## config.mk

```make
export PLATFORM = sky130hd
export DESIGN_NAME = icb_dma_copy
export DESIGN_NICKNAME = d
export VERILOG_FILES = /design/src/rtl/icb_dma_copy.sv
export SDC_FILE = /design/constraint.sdc
export NUM_CORES = 1
export LEC_CHECK = 0
export ABC_AREA = 1
export CAP_MARGIN = 20
export CELL_PAD_IN_SITES_DETAIL_PLACEMENT = 0
export CELL_PAD_IN_SITES_GLOBAL_PLACEMENT = 1
export CORE_MARGIN = 2
export CORE_UTILIZATION = 36
export CTS_CLUSTER_SIZE = 16
export DETAILED_ROUTE_END_ITERATION = 12
export GPL_TIMING_DRIVEN = 0
export HOLD_SLACK_MARGIN = 0.08
export PLACE_DENSITY_LB_ADDON = 0.08
export SLEW_MARGIN = 5
export SYNTH_ARGS = -nofsm -noshare
export SYNTH_HDL_FRONTEND = slang
export SYNTH_SLANG_ARGS = --single-unit
```

## constraint.sdc

```tcl
create_clock -name clk -period 4.7 [get_ports clk]
set_input_delay 0.705 -clock clk [delete_from_list [all_inputs] [get_ports clk]]
set_output_delay 0.705 -clock clk [all_outputs]
set_load 0.01 [all_outputs]
```

## src/rtl/icb_dma_copy.sv

```systemverilog
// icb_dma_copy: single-channel word copy engine on an ICB master port.
// Reads one WIDTH-bit word from the source, writes it to the destination,
// and repeats for len words with one bus transaction in flight at a time.
// Optional build macro: ICB_DMA_ERR_ABORT_EN -- when defined, a read response
// carrying rsp_err aborts the copy (no write) and reports err with done.
module icb_dma_copy #(
  parameter int WIDTH  = 32,
  parameter int ADDR_W = 32
) (
  input  logic                 clk,
  input  logic                 rst_n,
  input  logic                 start,
  input  logic [ADDR_W-1:0]    src_addr,
  input  logic [ADDR_W-1:0]    dst_addr,
  input  logic [15:0]          len,
  output logic                 busy,
  output logic                 done,
  output logic                 err,
  output logic                 m_icb_cmd_valid,
  input  logic                 m_icb_cmd_ready,
  output logic [ADDR_W-1:0]    m_icb_cmd_addr,
  output logic                 m_icb_cmd_read,
  output logic [WIDTH-1:0]     m_icb_cmd_wdata,
  output logic [WIDTH/8-1:0]   m_icb_cmd_wmask,
  input  logic                 m_icb_rsp_valid,
  output logic                 m_icb_rsp_ready,
  input  logic [WIDTH-1:0]     m_icb_rsp_rdata,
  input  logic                 m_icb_rsp_err
);

  localparam int BYTES = WIDTH / 8;

  typedef enum logic [2:0] {
    IDLE    = 3'd0,
    RD_CMD  = 3'd1,
    RD_WAIT = 3'd2,
    WR_CMD  = 3'd3,
    DONE    = 3'd4
  } state_t;

  state_t              state_q, state_d;
  logic [ADDR_W-1:0]   src_q, src_d;
  logic [ADDR_W-1:0]   dst_q, dst_d;
  logic [15:0]         remain_q, remain_d;
  logic [WIDTH-1:0]    data_q, data_d;

`ifdef ICB_DMA_ERR_ABORT_EN
  logic                err_q, err_d;
`else
  // Response error is deliberately ignored in this build.
  logic                unused_rsp_err;
  assign unused_rsp_err = m_icb_rsp_err;
`endif

  // State and datapath registers with synchronous active-low reset.
  // NOTE: sequential state uses non-blocking assignments so every register
  // samples the pre-edge values of the others, independent of statement order.
  always_ff @(posedge clk) begin
    if (!rst_n) begin
      state_q  <= IDLE;
      src_q    <= '0;
      dst_q    <= '0;
      remain_q <= '0;
      data_q   <= '0;
`ifdef ICB_DMA_ERR_ABORT_EN
      err_q    <= 1'b0;
`endif
    end else begin
      state_q  <= state_d;
      src_q    <= src_d;
      dst_q    <= dst_d;
      remain_q <= remain_d;
      data_q   <= data_d;
`ifdef ICB_DMA_ERR_ABORT_EN
      err_q    <= err_d;
`endif
    end
  end

  // Next-state logic: sequencing of read, wait, write per word.
  // NOTE: every signal gets a default at the top so no path leaves it
  // unassigned, which would otherwise infer a latch.
  always_comb begin
    state_d  = state_q;
    src_d    = src_q;
    dst_d    = dst_q;
    remain_d = remain_q;
    data_d   = data_q;
`ifdef ICB_DMA_ERR_ABORT_EN
    err_d    = err_q;
`endif
    unique case (state_q)
      IDLE: begin
        if (start) begin
`ifdef ICB_DMA_ERR_ABORT_EN
          err_d = 1'b0;
`endif
          if (len != 16'd0) begin
            src_d    = src_addr;
            dst_d    = dst_addr;
            remain_d = len;
            state_d  = RD_CMD;
          end else begin
            state_d  = DONE;
          end
        end
      end
      RD_CMD: begin
        if (m_icb_cmd_ready) state_d = RD_WAIT;
      end
      RD_WAIT: begin
        if (m_icb_rsp_valid) begin
`ifdef ICB_DMA_ERR_ABORT_EN
          if (m_icb_rsp_err) begin
            err_d   = 1'b1;
            state_d = DONE;
          end else begin
            data_d  = m_icb_rsp_rdata;
            state_d = WR_CMD;
          end
`else
          data_d  = m_icb_rsp_rdata;
          state_d = WR_CMD;
`endif
        end
      end
      WR_CMD: begin
        if (m_icb_cmd_ready) begin
          if (remain_q == 16'd1) begin
            state_d = DONE;
          end else begin
            remain_d = remain_q - 16'd1;
            // Address arithmetic wraps naturally at ADDR_W bits.
            src_d    = src_q + ADDR_W'(BYTES);
            dst_d    = dst_q + ADDR_W'(BYTES);
            state_d  = RD_CMD;
          end
        end
      end
      DONE: begin
        state_d = IDLE;
      end
      default: begin
        state_d = IDLE;
      end
    endcase
  end

  // Output decode: bus fields are driven only in their command states and
  // are zero elsewhere, so they stay stable while a command is stalled.
  always_comb begin
    busy            = 1'b0;
    done            = 1'b0;
    err             = 1'b0;
    m_icb_cmd_valid = 1'b0;
    m_icb_cmd_read  = 1'b0;
    m_icb_cmd_addr  = '0;
    m_icb_cmd_wdata = '0;
    m_icb_cmd_wmask = '0;
    m_icb_rsp_ready = 1'b0;
    unique case (state_q)
      RD_CMD: begin
        busy            = 1'b1;
        m_icb_cmd_valid = 1'b1;
        m_icb_cmd_read  = 1'b1;
        m_icb_cmd_addr  = src_q;
      end
      RD_WAIT: begin
        busy            = 1'b1;
        m_icb_rsp_ready = 1'b1;
      end
      WR_CMD: begin
        busy            = 1'b1;
        m_icb_cmd_valid = 1'b1;
        m_icb_cmd_addr  = dst_q;
        m_icb_cmd_wdata = data_q;
        m_icb_cmd_wmask = '1;
      end
      DONE: begin
        done = 1'b1;
`ifdef ICB_DMA_ERR_ABORT_EN
        err  = err_q;
`endif
      end
      default: begin
        busy = 1'b0;
      end
    endcase
  end

endmodule

```

---- Word-level counts from Yosys, hierarchy flattened ----
Index checks and enable logic that the tools add are counted.
storage, ports and cells
  word-level logic and storage cells ...... 57
  output and inout port bits .............. 74
  input port bits ......................... 118
  register bits after elaboration ......... 115
operators by class
  muxes and demuxes ....................... 30
  add/sub/neg operators ................... 3
  reduce and logical (&&, ||, !) cells .... 8
  eq/ne operators ......................... 11
operator list
  cell                                                                    count
  32-bit 2-to-1 mux                                                       9
  32-bit one-hot mux with 2 select lines                                  3
  32-bit by 3-bit adder with 32-bit output, second input constant         2
  16-bit 2-to-1 mux                                                       4
  16-bit one-hot mux with 2 select lines                                  1
  3-bit 2-to-1 mux                                                        6
  16-bit by 1-bit equality test with 1-bit output, second input constant  1
  16-bit nonzero test                                                     1
  16-bit by 1-bit subtractor with 16-bit output, second input constant    1
  2-bit inequality test, second input constant                            6
  3-bit one-hot mux with 4 select lines                                   1
  3-bit by 2-bit equality test with 1-bit output, second input constant   2
  1-bit 2-to-1 mux                                                        5
  5-bit AND reduction                                                     1
  4-bit 2-to-1 mux                                                        1
  4-bit AND reduction                                                     1
  3-bit by 1-bit equality test with 1-bit output, second input constant   1
  3-bit equality test, second input constant                              1
  3-bit zero test                                                         1
  3-bit OR reduction                                                      1
  2-bit AND reduction                                                     1
  2-bit nonzero test                                                      1
  2-bit OR reduction                                                      1

---- Depth between registers and ports, before layout ----
Gate-level depths: netlist of the first run.
  depth after elaboration ................. 4
  mapped depth ............................ 12
  depth with buffers taken out ............ 12

---- Worst setup path after synthesis of the first run ----
Ideal clock, no wire load.
  path type ............................... register to output
  start ................................... register state_q[0]
  end ..................................... output m_icb_cmd_addr[0]
  arrival time ............................ 1460 ps
  cell stages (with the launch flop) ...... 6
  path slack .............................. 2535 ps
  path through ............................ dfxtp_1 > nand2_1 > nor2_4 > buf_2 > clkbuf_1 > a22o_1
between the ends
  word-level cells in the longest chain between the ends .. 2
  elaborated cells on any way between the ends .. 3
  those cells by class .................... eq/ne (2); mux (1)
ends and longest elaborated chain
  what                                                                                                              RTL line  RTL
  start, declared                                                                                                   41        state_t state_q, state_d;
  start signal, assigned                                                                                            69        state_q <= state_d;
  3-bit by 2-bit equality test with 1-bit output or 3-bit by 1-bit equality test with 1-bit output (tied branches)  161       unique case (state_q)
  32-bit one-hot mux with 2 select lines *                                                                          161
  end, declared                                                                                                     21        output logic [ADDR_W-1:0] m_icb_cmd_addr,
Mark *: on every way between the ends. The rest lies on a longest branch, timed or not.

---- Final worst setup path of the first run ----
  start ................................... register state_q[0]
  end ..................................... output m_icb_cmd_addr[22]
Same word-level chain as after synthesis.

==> impl_metrics.ini, run 1 <==
[layout]
diodes = 0
syn_to_final_growth_pct = 38.0
multi_input_area_sq_mm = 0.00446
fin_cells = 1822
seq_area_sq_mm = 0.00230
fill_cells = 2272
drive_gt1_share_pct = 4.65
nNetsFinal = 1657

[floorplan]
io_pins = 192
die_h_um = 149
die_w_um = 149
dieArea_sq_mm = 0.0222
coreArea_sq_mm = 0.0208
initial_core_util_pct = 36.4
rows = 53

[drt]
vias_per_cell = 5.16
routed-via-count = 9401
ant_nets = 0
wl_per_cell_um = 18.0
drc = 0
firstDrtPassIters = 6
drt-total-wl_mm = 32.9
drt_iter0_drc = 964

[grt]
use_met3_pct = 4.89
use_met2_pct = 46.7
grt_pass1_vias = 8484
grt_util_all_layers_pct = 29.4
gr-usage-met1_pct = 40.0
antenna_found_initial = 0
grt_pass1_wl_mm = 49.0
grt_max_degree = 17
top_usage_layer = met2
overflow = 0

[clock_network]
path_clk_slew_ps = 60
clk_latency_ps = 430
cts_buffers = 17
postCtsResizedCells = 0
postCtsSetupRepairBufs = 0
cts_hold_buffers = 0
clock-sinks = 115
clk_path_buf_depth = 2
root_buffer = clkbuf_16
cts_tree = built
htree_levels = 4

[worst_hold_path]
hold_class = reg2reg

[worst_setup_path]
crit_path_end_kind = output port
slowest_delay_ps = 840
crit_family = buffers and inverters
start_kind = flip-flop
cp_cell_sequence = nand2_1, nor2_4, buf_2, clkbuf_1, a22o_1, clkdlybuf4s50_1
r2r_slack_ps = 2260
crit_required_ps = 3990
cp_num_buf_inv = 3
crit_arrival_ps = 3270
cpMaxStageDelayCell = clkbuf_1
worst-path-max-fanout = 13
critical_path_class = reg2out

[pwr]
finalPower_mw = 6.29
power_density_mw_per_mm2 = 602
switchingPower_mw = 2.99
seqPwrFrac_pct = 27.9
ir_drop_v = 0.000279
combPwrFrac_pct = 48.5
clkPwrFrac_pct = 23.6
p_int_mw = 3.30
swShare_pct = 47.6
p_leak_nw = 4.06

[logic_synthesis]
synthTopCellsByCount = 348 x nand2_1, 259 x nor2_1, 135 x inv_1
synth_top_area_cell = dfxtp_1
yosysSeqAreaShare_pct = 30.4
yosysWarnings = 0
syn_avg_cell_area_sq_um = 5.70
synth_ff_type = dfxtp_1
synth_most_common_cell = nand2_1
synth-edff-count = 0
synth_async_sr_flop_share_pct = 0
synth_cell_types = 32
yosysTopAreaCellShare_pct = 30.4
yosys_register_bits = 115
syn_inst = 1328
syn_area_sq_mm = 0.00757
synth_area_leaders = dfxtp_1 30%, nand2_1 17%, nor2_1 13%
synth_fp_nets = 1450

[place]
io_buffer_count = 188
gp_congestion = 0.989
hpwlAfterDp_mm = 25.0
dp.cells = 1791

[outcome]
outcome = completed

[sta]
finalCriticalPeriod_ps = 3970
setup_viol = 0
tightest_slew_ps = 1080
hold_viol = 0
maxSlewViolCount = 0
relSlewSlack_pct = 28.0
finalCritPeriodShare_pct = 84.5
setup-tns-final_ps = 0
finClkSkew_ps = 10.8
max_clock_freq_mhz = 252
rsz0062_at_grt = false

[flow_run]
drv_cap = 0
## placed cells by master, fill, tap and decap left out, types with 2 or more instances in the layout
| cell type | synthesis | layout |
|---|---|---|
| clkinv_4 | 0 | 4 |
| or2_2 | 6 | 6 |
| o21ai_0 | 106 | 106 |
| xor2_1 | 2 | 2 |
| clkinvlp_4 | 0 | 2 |
| o22ai_1 | 24 | 24 |
| inv_1 | 135 | 135 |
| clkbuf_16 | 0 | 17 |
| buf_2 | 18 | 18 |
| nand3b_1 | 5 | 5 |
| nand4_1 | 14 | 14 |
| bufinv_16 | 0 | 5 |
| xnor2_1 | 3 | 3 |
| nor4_1 | 4 | 4 |
| buf_1 | 11 | 11 |
| nand3_2 | 2 | 2 |
| nand3_1 | 101 | 101 |
| ha_1 | 4 | 4 |
| a31oi_1 | 4 | 4 |
| nor2_1 | 259 | 259 |
| o21ai_1 | 8 | 8 |
| dfxtp_1 | 115 | 115 |
| inv_6 | 0 | 3 |
| clkbuf_1 | 31 | 31 |
| nand2_1 | 348 | 348 |
| nor2_2 | 4 | 4 |
| buf_4 | 6 | 6 |
| inv_2 | 3 | 3 |
| nor3_1 | 12 | 12 |
| nor2_4 | 2 | 2 |
| a21oi_1 | 93 | 93 |
| clkdlybuf4s50_1 | 0 | 188 |
| a22o_1 | 3 | 3 |
## power groups by stage
stage,clock (mW),sequential (mW),combinational [mW]
floorplan,0,1.63,1.87
global placement,0,1.75,2.96
detailed placement,0,1.75,2.98
CTS,1.49,1.74,2.99
global route,1.53,1.80,3.35
finish,1.48,1.76,3.05
## sequential cells by signal, indices dropped and copies added (netlist names)
signal and count:
dst_q 32, src_q 32, data_q 32, remain_q 16
state_q 3
## worst register-to-register path: stages, from the launching register on
cell and delay [ps]:
dfxtp_1 420, nand2_1 120, nor2_4 260, buf_2 350
clkbuf_1 840, nand2_1 120, a21oi_1 180, nor2_1 50
## cells by family after synthesis
family / Yosys count / share of synthesized area [%]
xor gates and xnor gates: 5 / 0.578
buffers and inverters: 205 / 10.8
other: 1 / 0.0495
DFF: 115 / 30.4
adders and majority gates: 4 / 0.661
and+or+nand+nor: 758 / 41.0
AOI/OAI and AO/OA: 240 / 16.5
## final cells by class
type	count	area share, %
multi-input combinational	1008	42.6
buffer	66	2.80
inverter	139	4.99
tap	275	3.29
clock buffer	17	4.07
clock inverter	14	2.17
sequential	115	22.0
timing repair buffer	188	18.0
## path summary, 6_finish.rpt
| path | start | to | cells past startpoint |
|---|---|---|---|
| hold / removal | data_q[27] | data_q[27] | 2 |
| setup / recovery | state_q[0] | m_icb_cmd_addr[22] | 6 |
| setup reg to reg | state_q[0] | src_q[21] | 7 |
| hold reg to reg | data_q[27] | data_q[27] | 2 |
## metrics by stage
stage | instance area [sq um] | setup WS (ps) | util (%) | hold slack (ps)
final | 10500 | 726 | 50.2 | 451
after global routing | 10500 | 629 | 50.2 | 471
after CTS | 10500 | 710 | 50.2 | 455
after detailed placement | 9800 | 1210 | 47.1 | 445
after global placement | 9800 | 1180 | 47.1 | 441
after floorplan | 7570 | 2530 | - | 430
## layer usage
| metal | part of all wire, % | routed length [um] | vias to the layer above |
|---|---|---|---|
| met2 | 45 | 14900 | 415 |
| li1 | - | - | 4674 |
| met1 | 44 | 14400 | 4250 |
| met3 | 7.7 | 2520 | 62 |
| met4 | 3.2 | 1040 | 0 |
| met5 | 0 | 0 | - |
(Power assumes the default switching activity.)
==> run 2: changes to the inputs <==
--- a/config.mk
+++ b/config.mk
@@ -10,7 +10,7 @@
 export CELL_PAD_IN_SITES_DETAIL_PLACEMENT = 0
 export CELL_PAD_IN_SITES_GLOBAL_PLACEMENT = 1
 export CORE_MARGIN = 2
-export CORE_UTILIZATION = 36
+export CORE_UTILIZATION = 33
 export CTS_CLUSTER_SIZE = 16
 export DETAILED_ROUTE_END_ITERATION = 12
 export GPL_TIMING_DRIVEN = 0
==> constraint.sdc (replaced) <==
create_clock -name clk -period 4 [get_ports clk]
set_input_delay 0.6 -clock clk [delete_from_list [all_inputs] [get_ports clk]]
set_output_delay 0.6 -clock clk [all_outputs]
set_load 0.01 [all_outputs]
==> run 2 against run 1 <==
Critical path type unchanged. Clock skew grew 3.4 ps. Sequential power up 17%. Wire length is 2.3% higher. Non-clock buffer count fell by 1. Via count down 1.1%. Die area grew 8.8%. Core utilization down 4.0 points. Clock power rose by 11%. Critical path depth rose by 1. First-iteration DRC count decreased by 16%. Design area shrank 0.26%. Hold slack about the same.
==> impl_metrics.ini, run 2 (synthesized netlist as in run 1, its figures left out) <==
[sta]
finalCriticalPeriod_ps = 3660
finalCritPeriodShare_pct = 91.6
hold_viol = 0
maxSlewViolCount = 0
max_clock_freq_mhz = 273
setup_viol = 0
setup-tns-final_ps = 0
relSlewSlack_pct = 36.1
tightest_slew_ps = 958
timing.final.ws_setup_ps = 337
finClkSkew_ps = 14.1
rsz0062_at_grt = false

[clock_network]
path_clk_slew_ps = 60
postCtsResizedCells = 0
clk_path_buf_depth = 2
cts_tree = built
clk_latency_ps = 430
clock-sinks = 115
cts_buffers = 17
postCtsSetupRepairBufs = 0
root_buffer = clkbuf_16
htree_levels = 4
cts_hold_buffers = 0

[worst_setup_path]
worst-path-max-fanout = 10
slowest_delay_ps = 620
crit_arrival_ps = 3060
r2r_cells = 7
worstSetupStartpoint = state_q[2]
crit_path_end_kind = output port
r2r-end = src_q[19]
start_kind = flip-flop
crit_path_frequent_cell = buf_2
rr_startpoint = state_q[0]
cp_cell_sequence = inv_2, nand3_2, buf_2, buf_1, buf_2, nor2_1, clkdlybuf4s50_1
cpMaxStageDelayCell = buf_1
crit_required_ps = 3400
critical_path_class = reg2out
r2r_slack_ps = 1470

[floorplan]
coreArea_sq_mm = 0.0226
initial_core_util_pct = 33.5
dieArea_sq_mm = 0.0242
die_h_um = 155
die_w_um = 155
rows = 55
io_pins = 192

[place]
place_ws_ps = 624
gp_congestion = 0.954
hpwlAfterDp_mm = 25.7
io_buffer_count = 188

[pwr]
ir_drop_v = 0.000313
power_density_mw_per_mm2 = 698
p_leak_nw = 4.04

[grt]
antenna_found_initial = 0
grt_pass1_wl_mm = 49.7
grt_max_degree = 17
grt_pass1_vias = 8490
overflow = 0
grt_util_all_layers_pct = 27.5

[layout]
fill_cells = 2547
mostFrequentLayoutCells = 348 x nand2_1, 259 x nor2_1, 188 x clkdlybuf4s50_1
nNetsFinal = 1656
drive_gt1_share_pct = 4.72
final_common_cell = nand2_1
diodes = 0
reg.largest.list = data_q (32), dst_q (32), src_q (32)
syn_to_final_growth_pct = 37.6

[drt]
firstDrtPassIters = 5
drt_iter0_drc = 808
ant_nets = 0
wl_per_cell_um = 18.3
vias_per_cell = 5.08
routed-via-count = 9298
drc = 0
drt-total-wl_mm = 33.6

[worst_hold_path]
min_from = data_q[2]
whs_path_depth = 2
hold_class = reg2reg
min_to = data_q[2]

[outcome]
outcome = completed

[flow_run]
drv_cap = 0
-- run 2: stage by stage --
step                total power, mW  cells  util [%]  area, sq um  hold WS [ps]
global placement               5.58   1801      43.5         9810           441
floorplan                      4.12   1328         -         7570           430
global route                   7.79   1832      46.2        10400           475
finish                         7.28   1832      46.2        10400           451
detailed placement             5.58   1801      43.5         9810           444
CTS                            7.23   1833      46.2        10400           454
-- run 2: final cells by class --
| type | instances | area, sq um | share of cell area, % |
|---|---|---|---|
| inverters | 139 | 522 | 5.01 |
| flip-flops and latches | 115 | 2300 | 22.1 |
| plain buffers | 65 | 289 | 2.77 |
| well taps | 285 | 357 | 3.42 |
| multi-input cells | 1008 | 4460 | 42.7 |
| clock inverters | 14 | 176 | 1.69 |
| repair buffers | 188 | 1880 | 18.1 |
| clock buffers | 18 | 439 | 4.21 |
-- run 2: worst max-delay path, delay by kind of cell (launching register included) --
family / cells / cell delay [ps]
flip-flops: 1 / 460
buffers and inverters: 5 / 1930
AND/OR/NAND/NOR: 2 / 230
-- run 2: worst max path at each step --
stage	endpoint
final	m_icb_cmd_wdata[22]
after global routing	m_icb_cmd_wdata[23]
after CTS	m_icb_cmd_addr[22]
after detailed placement	m_icb_cmd_addr[22]
after global placement	m_icb_cmd_addr[22]
after floorplan	m_icb_cmd_addr[0]
-- run 2: power breakdown --
group,switching (mW),total (mW),internal [mW]
sequential,0.472,2.06,1.59
clock,0.633,1.64,1.00
combinational,2.41,3.58,1.17
-- run 2: routing by layer --
layer,global-route usage [%],part of all wire [%],vias up
met5,0,0,-
met1,37.0,46,4244
li1,-,-,4667
met4,8.43,2.5,0
met2,44.1,45,339
met3,5.93,6.8,48
